### src/rtl/pov_control.sv
// rtl/pov_control.sv - POV display sequencer: sync-triggered string load, per-character column timing.
module pov_control #(
   parameter int COL_CYCLES    = 1000,
   parameter int COLS_PER_CHAR = 5,
   parameter int MAX_CHARS     = 7
) (
   input  logic       clk_i,
   input  logic       rst_i,
   input  logic       enable_i,
   input  logic       index_sync_i,
   input  logic       null_string_i,
   input  logic       null_data_char_i,
   output logic       load_string_o,
   output logic       compare_string_o,
   output logic       load_char_o,
   output logic       shift_string_o,
   output logic [2:0] column_o,
   output logic       led_enable_o,
   output logic       busy_o,
   output logic       empty_string_o,
   output logic       overrun_o
);

   localparam int TW = (COL_CYCLES > 1) ? $clog2(COL_CYCLES) : 1;
   localparam int CW = $clog2(MAX_CHARS + 1);
   localparam logic [TW-1:0] TIMER_LAST = TW'(COL_CYCLES - 1);
   localparam logic [CW-1:0] COUNT_LAST = CW'(MAX_CHARS);
   localparam logic [2:0]    GAP_COL    = 3'(COLS_PER_CHAR);

   typedef enum logic [3:0] {
      IDLE, WAIT_SYNC, LOAD, CHECK, CHK_WAIT, FETCH, FETCH_WAIT, COLUMN, NEXT
   } state_t;

   state_t        state_q, state_d;
   logic [TW-1:0] timer_q, timer_d;
   logic [CW-1:0] count_q, count_d;
   logic [2:0]    column_q, column_d;
   logic          empty_q, empty_d;
   logic          load_string_q, compare_string_q, load_char_q, shift_string_q;
   logic          led_q, busy_q;
   logic          overrun;

   always_comb begin
      state_d  = state_q;
      timer_d  = timer_q;
      count_d  = count_q;
      column_d = column_q;
      empty_d  = empty_q;
      overrun  = index_sync_i && !rst_i &&
                 (state_q inside {CHECK, CHK_WAIT, FETCH, FETCH_WAIT, COLUMN, NEXT});
      case (state_q)
         IDLE:      if (enable_i) state_d = WAIT_SYNC;
         WAIT_SYNC: begin
            // a sync arriving while the display is being switched off is dropped
            if (!enable_i)         state_d = IDLE;
            else if (index_sync_i) state_d = LOAD;
         end
         LOAD:      state_d = CHECK;
         CHECK:     state_d = CHK_WAIT;
         CHK_WAIT: begin
            if (null_string_i) begin
               empty_d = 1'b1;
               state_d = WAIT_SYNC;
            end else begin
               state_d = FETCH;
            end
         end
         FETCH:     state_d = FETCH_WAIT;
         FETCH_WAIT: begin
            if (null_data_char_i) begin
               state_d = WAIT_SYNC;
            end else begin
               column_d = '0;
               timer_d  = '0;
               state_d  = COLUMN;
            end
         end
         COLUMN: begin
            if (timer_q == TIMER_LAST) begin
               timer_d = '0;
               if (column_q < GAP_COL) column_d = column_q + 3'd1;
               else                    state_d  = NEXT;
            end else begin
               timer_d = timer_q + 1'b1;
            end
         end
         NEXT: begin
            count_d = count_q + 1'b1;
            if (!enable_i)                 state_d = IDLE;
            else if (count_d == COUNT_LAST) state_d = WAIT_SYNC;
            else                           state_d = FETCH;
         end
         default:   state_d = IDLE;
      endcase
      if (overrun) state_d = LOAD;
      // every entry into LOAD restarts the string, whether from a sync or an overrun
      if (state_d == LOAD) begin
         count_d  = '0;
         timer_d  = '0;
         column_d = '0;
         empty_d  = 1'b0;
      end
   end

   always_ff @(posedge clk_i) begin
      if (rst_i) begin
         state_q          <= IDLE;
         timer_q          <= '0;
         count_q          <= '0;
         column_q         <= '0;
         empty_q          <= 1'b0;
         load_string_q    <= 1'b0;
         compare_string_q <= 1'b0;
         load_char_q      <= 1'b0;
         shift_string_q   <= 1'b0;
         led_q            <= 1'b0;
         busy_q           <= 1'b0;
      end else begin
         state_q          <= state_d;
         timer_q          <= timer_d;
         count_q          <= count_d;
         column_q         <= column_d;
         empty_q          <= empty_d;
         load_string_q    <= (state_d == LOAD);
         compare_string_q <= (state_d == CHECK);
         load_char_q      <= (state_d == FETCH);
         shift_string_q   <= (state_d == NEXT);
         led_q            <= (state_d == COLUMN) && (column_d < GAP_COL);
         busy_q           <= (state_d != IDLE);
      end
   end

   assign load_string_o    = load_string_q;
   assign compare_string_o = compare_string_q;
   assign load_char_o      = load_char_q;
   assign shift_string_o   = shift_string_q;
   assign column_o         = column_q;
   assign led_enable_o     = led_q;
   assign busy_o           = busy_q;
   assign empty_string_o   = empty_q;
   assign overrun_o        = overrun;

endmodule

### config.mk
export PLATFORM = sky130hd
export DESIGN_NAME = pov_control
export DESIGN_NICKNAME = d
export VERILOG_FILES = /design/src/rtl/pov_control.sv
export SDC_FILE = /design/constraint.sdc
export NUM_CORES = 1
export LEC_CHECK = 0
export ABC_AREA = 1
export CAP_MARGIN = 20
export CORE_UTILIZATION = 39
export DETAILED_ROUTE_END_ITERATION = 6
export REMOVE_ABC_BUFFERS = 1
export SYNTH_ARGS = -nofsm -noshare
export SYNTH_HDL_FRONTEND = slang
export SYNTH_SLANG_ARGS = --single-unit
### constraint.sdc
create_clock -name clk_i -period 1.7 [get_ports clk_i]
set_clock_uncertainty 0.1 [all_clocks]
set_input_delay 0.17 -clock clk_i [delete_from_list [all_inputs] [get_ports clk_i]]
set_output_delay 0.17 -clock clk_i [all_outputs]
set_load 0.01 [all_outputs]
==> flow_summary.ini, run 1 <==
[routing]
vias = 1581
drt-wirelength-per-cell_um = 11.3
ant_nets = 0
drt-total-wl_mm = 3.91
drc = 0
drt-initial-drc-count = 56
viasPerCell = 4.57
dr.pass1.iters = 4

[logic_synthesis]
synth_compound_area_frac = 0.0998
yosys_warnings = 0
synth-adder-area-share = 0.0305
synth_cell_types = 33
synth-simple-area-share = 0.412
yosysSeqAreaShare = 0.329
synth_top_family_by_area = simple AND/OR/NAND/NOR gates
syn_area_um2 = 1640
avgSynthCellArea_um2 = 7.05
synth_cells = 233
synth-seq-cells = 27
synthMuxAreaShare = 0
synth-xor-area-share = 0.0320

[layout]
final_nets = 307
layout_common_cells = buf_4 (41), nand2_1 (39), inv_1 (29), nor2_1 (29), nor2_2 (20)
final_common_cell = buf_4
layout-drive-gt1-share = 0.385
antennaDiodeCount = 0
synthToLayoutAreaGrowth_pct = 44.6
stdcell_area_um2 = 2370
fin_util = 0.589

[power_and_ir_drop]
pwr-share-clk = 0.311
p_int_mw = 0.891
p_comb_frac = 0.146
power_mw = 1.19
seq_power_share = 0.543
p_leak_nw = 1.07
switching_share = 0.252
netSwitchingPower_mw = 0.300
power_density_nw_per_um2 = 502
peakVddDrop_uv = 461

[grt]
antenna_found_initial = 0
grt_pass1_wl_mm = 6.47
grt_remaining_overflow = 0
grt_start_max_net_pins = 15
first_global_vias = 1479
grt_use_total = 0.194

[sta]
setup_viol = 17
fin_hold_ws_ps = 480
timing.final.crit_share = 1.09
period_needed_ps = 1860
layout_setup_ws_ps = -161
maxSlewHeadroom = 0.713
slew_viol_final = 0
tightest_slew_ps = 426
max_freq_mhz = 537
hold_viol = 0
rsz0062_at_grt = yes

[status]
failed_checks = setup timing
status = complete, but fails checks

[critical_path]
cpPeakStageDelay_ps = 420
cp_data_required_time_ps = 1760
critPathLaunchType = flip-flop
end_kind = flip-flop
critical_path_class = flip-flop to flip-flop
worst_path_most_repeated_cell = nor2_4
worstPathArrival_ps = 1920
crit_chain = nor2_4 > buf_4 > nand3b_1 > nand2_1 > nor2_1 > nand3_1 > o21bai_1 > nand2_2 > nand2_4 > clkbuf_16 > nor2_4
cpMaxStageDelayCell = dfxtp_4
critPathMaxFanout = 6

[placed_design]
dpl.hpwl_mm = 2.86
pre_cts_slack_ps = -196
io_buffers = 16
postPlaceCellArea_um2 = 2150
place.gp.congestion = 0.828

[floorplanning]
die_height_um = 66.9
die_w_um = 66.9
dieArea_um2 = 4470
core_um2 = 4030
rows = 23
start_util = 0.407
ios = 17

[cts]
cts-buffers-inserted = 3
cts_tree = done
cts-htree-levels = 1
clkSinkCount = 27
clockBufferDepth = 2
clk_pin_slew_worst_paths_ps = 90
root_buffer = clkbuf_8
clk_latency_ps = 280

[min_path]
min_path_type = flip-flop to flip-flop

[job]
drv_cap = 0
final cells by class:
class / instances / area [um^2]
repair buffers: 61 / 539
well taps: 50 / 62.6
clock buffers: 4 / 45.0
multi-input cells: 171 / 1040
fillers: 392 / 1660
flip-flops and latches: 27 / 561
inverters: 33 / 124
through the flow:
step                      setup TNS, ps  std cells
final                             -2270        346
after global routing              -4840        346
after CTS                          -354        343
after detailed placement          -3410        336
after global placement            -2700        336
after floorplan                   -1820        231
critical path, delay by kind of cell, from the launching register on:
| kind | cells | cell delay (ps) |
|---|---|---|
| flops | 1 | 420 |
| compound gates | 1 | 220 |
| simple gates | 8 | 710 |
| buf+inv | 2 | 300 |
Yosys cell counts:
cell / number / area share
nand2_4: 4 / 0.027
o21ai_2: 1 / 0.0053
nor3_1: 3 / 0.0091
inv_2: 3 / 0.0069
o21a_1: 1 / 0.0046
dfxtp_1: 27 / 0.33
inv_1: 30 / 0.069
o21ai_1: 1 / 0.0030
xnor2_1: 2 / 0.011
clkbuf_8: 1 / 0.0084
nor2_2: 15 / 0.057
nor2_1: 38 / 0.087
nand2_2: 6 / 0.023
a22o_1: 1 / 0.0053
nor2_8: 1 / 0.012
ha_1: 4 / 0.030
or2_2: 1 / 0.0038
nor2_4: 3 / 0.021
nand3_2: 2 / 0.012
buf_12: 1 / 0.012
nand3b_1: 1 / 0.0046
nand4_1: 3 / 0.011
xor2_1: 4 / 0.021
a22oi_1: 4 / 0.018
o21ai_0: 10 / 0.030
a31o_2: 1 / 0.0053
nand3_1: 13 / 0.040
o21bai_1: 2 / 0.0091
a21oi_1: 3 / 0.0091
a32oi_1: 1 / 0.0053
nand2_1: 44 / 0.10
or2_1: 1 / 0.0038
o22ai_1: 1 / 0.0038
cell families after synthesis:
logic type,count (synthesis)
DFF,27
adders and majority gates,4
buffers and inverters,35
and+or+nand+nor,135
xor gates and xnor gates,6
AOI/OAI and AO/OA,26
metal layers:
| metal | global-route usage | vias to the layer above | wire length [um] |
|---|---|---|---|
| met4 | 0.0904 | 0 | 93 |
| met5 | 0 | - | 0 |
| met2 | 0.293 | 28 | 1690 |
| li1 | - | 860 | - |
| met3 | 0.0205 | 9 | 88 |
| met1 | 0.271 | 684 | 2040 |
worst paths after layout:
kind,from,cells after the start,slack (ps),to
worst max-delay path,state_q[1],11,-160,count_q[2]
worst min-delay path,empty_string_o,3,480,empty_string_o
worst max register to register,state_q[1],11,-160,count_q[2]
worst min register to register,empty_string_o,3,480,empty_string_o
flip-flops by register name, indices dropped and copies added, names as in the netlist:
signal / count
compare_string_o: 1
empty_string_o: 1
busy_o: 1
column_o: 3
state_q: 4
timer_q: 10
load_char_o: 1
led_enable_o: 1
shift_string_o: 1
count_q: 3
load_string_o: 1
power by group through the flow:
stage / Combinational, mW / Sequential [mW] / Clock, mW
floorplan: 0.0694 / 0.664 / 0
global placement: 0.147 / 0.664 / 0
detailed placement: 0.146 / 0.664 / 0
CTS: 0.155 / 0.650 / 0.383
global route: 0.190 / 0.649 / 0.410
finish: 0.174 / 0.647 / 0.371
what timing repair did:
item,CTS,global route
setup endpoints to repair,19,23
gates cloned,0,1
gates resized for setup,22,22
setup buffers,3,3
hold buffers,0,0
pin swaps,4,9
Note: power is estimated with default switching activity, not from simulation.
==> run 2: changes to the inputs <==
- CORE_MARGIN: unset -> 2
- CTS_CLUSTER_DIAMETER: unset -> 50
==> run 2 against run 1 <==
Compared with the run above: sequential power about the same; highest routed layer unchanged; the run still ends with setup timing left; largest cell class unchanged; clock-buffer cell count unchanged; core utilization decreased by 0.81 points; first-iteration DRC count increased by 13%; critical endpoint unchanged; register-to-register slack improved by 20 ps; design area decreased by 1.4%; critical path depth increased by 2; wire length decreased by 5.8%; die area increased by 6.1%.
==> flow_summary.ini, run 2 (same netlist as run 1, synthesis figures left out) <==
[critical_path]
cp_data_required_time_ps = 1820
worstPathArrival_ps = 1960
critPathMaxFanout = 2
end_kind = flip-flop
critical_path_class = flip-flop to flip-flop
reg2reg_depth = 13
critPathLaunchType = flip-flop

[sta]
hold_viol = 0
tightest_slew_ps = 347
maxSlewHeadroom = 0.766
timing.final.crit_share = 1.08
layout_setup_ws_ps = -143
setup_viol = 16
rsz0062_at_grt = yes
max_freq_mhz = 543
slew_viol_final = 0
period_needed_ps = 1840

[routing]
drc = 0
drt-total-wl_mm = 3.68
dr.pass1.iters = 4
vias = 1567
drt-initial-drc-count = 63
drt-wirelength-per-cell_um = 10.5
ant_nets = 0
viasPerCell = 4.49

[grt]
grt_pass1_wl_mm = 5.91
antenna_found_initial = 0
grt_remaining_overflow = 0
grt_use_total = 0.167
grt_start_max_net_pins = 15
first_global_vias = 1392

[power_and_ir_drop]
seq_power_share = 0.552
p_int_mw = 0.884
peakVddDrop_uv = 283
p_leak_nw = 1.06
pwr-share-clk = 0.313
netSwitchingPower_mw = 0.290
power_mw = 1.17
switching_share = 0.247
p_comb_frac = 0.135
power_density_nw_per_um2 = 502

[layout]
final_common_cell = buf_4
fin_util = 0.581
fill_cells = 383
layout-drive-gt1-share = 0.365
top_register = timer_q
largest_register_ffs = 10
final_nets = 310
antennaDiodeCount = 0
reg.largest.list = timer_q (10), state_q (4)
layout_common_cells = buf_4 (45), nand2_1 (42), nor2_1 (33)
stdcell_area_um2 = 2340
synthToLayoutAreaGrowth_pct = 42.6

[cts]
clkSinkCount = 27
cts_tree = done
clk_pin_slew_worst_paths_ps = 90
clockBufferDepth = 2
root_buffer = clkbuf_8
cts-buffers-inserted = 3
clk_latency_ps = 270
cts-htree-levels = 1

[min_path]
holdPathStages = 3
min_path_type = flip-flop to flip-flop

[floorplanning]
start_util = 0.407
die_w_um = 68.9
dieArea_um2 = 4740
core_um2 = 4030
rows = 23
ios = 17
die_height_um = 68.9

[placed_design]
io_buffers = 16
postPlaceCellArea_um2 = 2140
dpl.hpwl_mm = 2.79
pre_cts_slack_ps = -217
place.gp.congestion = 0.814

[status]
status = complete, but fails checks
failed_checks = setup timing

[job]
drv_cap = 0
[run 2: what timing repair did]
action                     in CTS  in global routing
setup buffers                   4                  4
setup endpoints to repair      19                 22
hold buffers                    0                  0
resized for setup              19                 15
hold endpoints to repair        0                  0
gates cloned                    0                  1
pin swaps                       3                  4
[run 2: power by group through the flow]
stage / combinational, mW / clock [mW] / sequential [mW]
CTS: 0.147 / 0.378 / 0.651
floorplan: 0.0694 / 0 / 0.664
global placement: 0.144 / 0 / 0.664
detailed placement: 0.143 / 0 / 0.664
global route: 0.174 / 0.401 / 0.650
finish: 0.158 / 0.368 / 0.648
[run 2: layer usage]
metal / wire length (um) / global-route usage / vias to the layer above
met5: 0 / 0 / -
met4: 41 / 0.0515 / 0
met3: 71 / 0.0292 / 4
met2: 1640 / 0.261 / 15
met1: 1930 / 0.235 / 682
li1: - / - / 866
[run 2: area by class of cell]
class / count / area (um^2) / share of cell area
inverter: 33 / 124 / 0.0529
clock buffer: 4 / 45.0 / 0.0192
timing repair buffer: 64 / 549 / 0.235
sequential: 27 / 559 / 0.239
tap: 50 / 62.6 / 0.0267
multi-input combinational: 171 / 1000 / 0.428
[run 2: final timing paths]
kind                        from        endpoint  slack, ps
hold reg to reg   empty_string_o  empty_string_o        490
setup reg to reg      count_q[0]      count_q[2]       -140
hold / removal    empty_string_o  empty_string_o        490
setup / recovery      count_q[0]      count_q[2]       -140
[run 2: per-stage QoR]
stage / hold slack (ps) / cells / setup TNS (ps)
finish: 487 / 349 / -1350
global placement: 463 / 336 / -3050
detailed placement: 465 / 336 / -3590
global route: 518 / 349 / -3610
CTS: 489 / 344 / -1110
floorplan: 142 / 231 / -1820
[run 2: critical path, cell delays in order (launching register included)]
cell and delay, ps:
dfxtp_2 370, ha_4 140, inv_2 30, nand2_2 60, nand2_2 60, buf_4 130, buf_4 110, buf_4 120
buf_4 120, buf_4 120, buf_4 120, nand2_1 50, o21ai_0 130, nor2_4 120
==> run 3: changes to the inputs <==
- SKIP_LAST_GASP: unset -> 1
- clock period: 1.7 -> 1.6 ns (I/O delays scaled with it)
==> run 3 against run 2 <==
Compared with the run above: wire length increased by 4.5%; sequential share of layout area decreased by 0.92 points; via count increased by 2.2%; design area increased by 3.5%; the flow still finishes with violations (setup timing); critical path type unchanged; die area unchanged; total power increased by 5.7%; setup slack got worse by 48 ps; critical path depth decreased by 1; largest cell class unchanged.
==> flow_summary.ini, run 3 (same netlist as run 1, synthesis figures left out) <==
[sta]
setup_viol = 22
max_freq_mhz = 558
hold_viol = 0
slew_viol_final = 0
period_needed_ps = 1790
rsz0062_at_grt = yes
layout_setup_ws_ps = -191
maxSlewHeadroom = 0.778
timing.final.crit_share = 1.12
fin_setup_tns_ps = -3510
tightest_slew_ps = 329

[status]
failed_checks = setup timing
status = complete, but fails checks

[min_path]
min_path_type = input pin to flip-flop
holdPathStages = 3
min-delay-start = rst_i

[critical_path]
critPathLaunch = state_q[2]
end_kind = flip-flop
critPathMaxFanout = 10
cpPeakStageDelay_ps = 340
reg2reg_depth = 12
worstPathArrival_ps = 1900
r2r-start = state_q[2]
path_depth = 12
critPathBufInv = 2
crit_family = simple AND/OR/NAND/NOR gates
critPathLaunchType = flip-flop
cp_data_required_time_ps = 1710
crit_chain = buf_6 > nor2_4 > nand2_2 > nand2_1 > nand2_1 > or2_1 > o21ai_2 > nor2_2 > nand2_2 > nand2_4 > buf_12 > nor2_2
critical_path_class = flip-flop to flip-flop
cpMaxStageDelayCell = dfxtp_2

[cts]
clk_latency_ps = 260
clockBufferDepth = 2
clk_pin_slew_worst_paths_ps = 90
cts-htree-levels = 1
clkSinkCount = 27
root_buffer = clkbuf_8
cts_tree = done
cts-buffers-inserted = 3
cts_hold_buf = 0

[floorplanning]
start_util = 0.407
core_um2 = 4030
die_height_um = 68.9
die_w_um = 68.9
ios = 17
rows = 23
dieArea_um2 = 4740

[power_and_ir_drop]
peakVddDrop_uv = 307
p_leak_nw = 1.13
power_density_nw_per_um2 = 512

[routing]
dr.pass1.iters = 5
ant_nets = 0
drt-wirelength-per-cell_um = 11.0
drc = 0
drt-initial-drc-count = 36
viasPerCell = 4.56
drt-total-wl_mm = 3.85
vias = 1601

[layout]
final_nets = 312
antennaDiodeCount = 0
reg.largest.list = timer_q (10), state_q (4)
fin_util = 0.602
synthToLayoutAreaGrowth_pct = 47.6
layout-drive-gt1-share = 0.395
multi_input_area_um2 = 1060
largest_register_ffs = 10
top_register = timer_q
fill_cells = 366
final_common_cell = buf_4
final-seq-area_um2 = 557
layout_common_cells = buf_4 (44), nand2_1 (39), nor2_1 (30)

[grt]
grt_start_max_net_pins = 15
first_global_vias = 1512
grt_pass1_wl_mm = 6.53
grt_remaining_overflow = 0
grt_use_total = 0.182
antenna_found_initial = 0

[job]
drv_cap = 0

[placed_design]
place.gp.congestion = 0.848
io_buffers = 16
dpl.hpwl_mm = 2.94
## run 3: changes by cell type in the layout (fill, tap and decap cells not counted), moves of 2 or more
cell,before,now
buf_6,1,4
clkdlybuf4s50_1,15,13
dlymetal6s2s_1,0,2
nand2_2,8,10
nor2_1,33,30
nand3_2,2,4
nor2_4,6,11
nand2_1,42,39
nor2_2,17,15
nand3_1,13,11
## run 3: worst paths after layout
check | to | slack [ps]
setup / recovery | count_q[1] | -190
hold / removal | state_q[3] | 490
setup reg to reg | count_q[1] | -190
hold reg to reg | empty_string_o | 490
## run 3: stage by stage
step                setup WS, ps  cell area [um^2]  instances  hold WS (ps)  total power, mW
floorplan                   -225              1610        231           132            0.780
global placement            -285              2200        343           466            0.862
detailed placement          -306              2200        343           474            0.862
CTS                         -176              2360        351           494             1.25
global route                -296              2420        351           521             1.31
finish                      -191              2420        351           485             1.24
## run 3: worst register-to-register path: stages, from the launching register on
cell and delay, ps:
dfxtp_2 340, buf_6 120, nor2_4 150, nand2_2 80, nand2_1 60, nand2_1 40, or2_1 230, o21ai_2 190
nor2_2 50, nand2_2 90, nand2_4 70, buf_12 150, nor2_2 70
## run 3: per-layer routing
metal / global-route usage / wire, um / share of wire / up-vias
li1: - / - / - / 867
met1: 0.261 / 2000 / 0.52 / 711
met3: 0.0276 / 87 / 0.023 / 5
met4: 0.0613 / 40 / 0.010 / 0
met2: 0.279 / 1710 / 0.45 / 18
met5: 0 / 0 / 0 / -
## run 3: area by class of cell
type | count | area share
multi-input combinational | 171 | 0.437
timing repair buffer | 66 | 0.237
sequential | 27 | 0.230
inverter | 33 | 0.0511
tap | 50 | 0.0258
clock buffer | 4 | 0.0186
## run 3: where the power goes
part | leakage [nW] | internal, mW | switching, mW
Clock | 0.0228 | 0.178 | 0.201
Combinational | 0.880 | 0.0820 | 0.0910
Sequential | 0.223 | 0.680 | 0.0103
## run 3: timing repair
item                                    CTS  global route
endpoints found under the setup margin   24            28
gates cloned                              0             0
resized for setup                        30            21
pin swaps                                 9             7
buffers inserted                          4             0
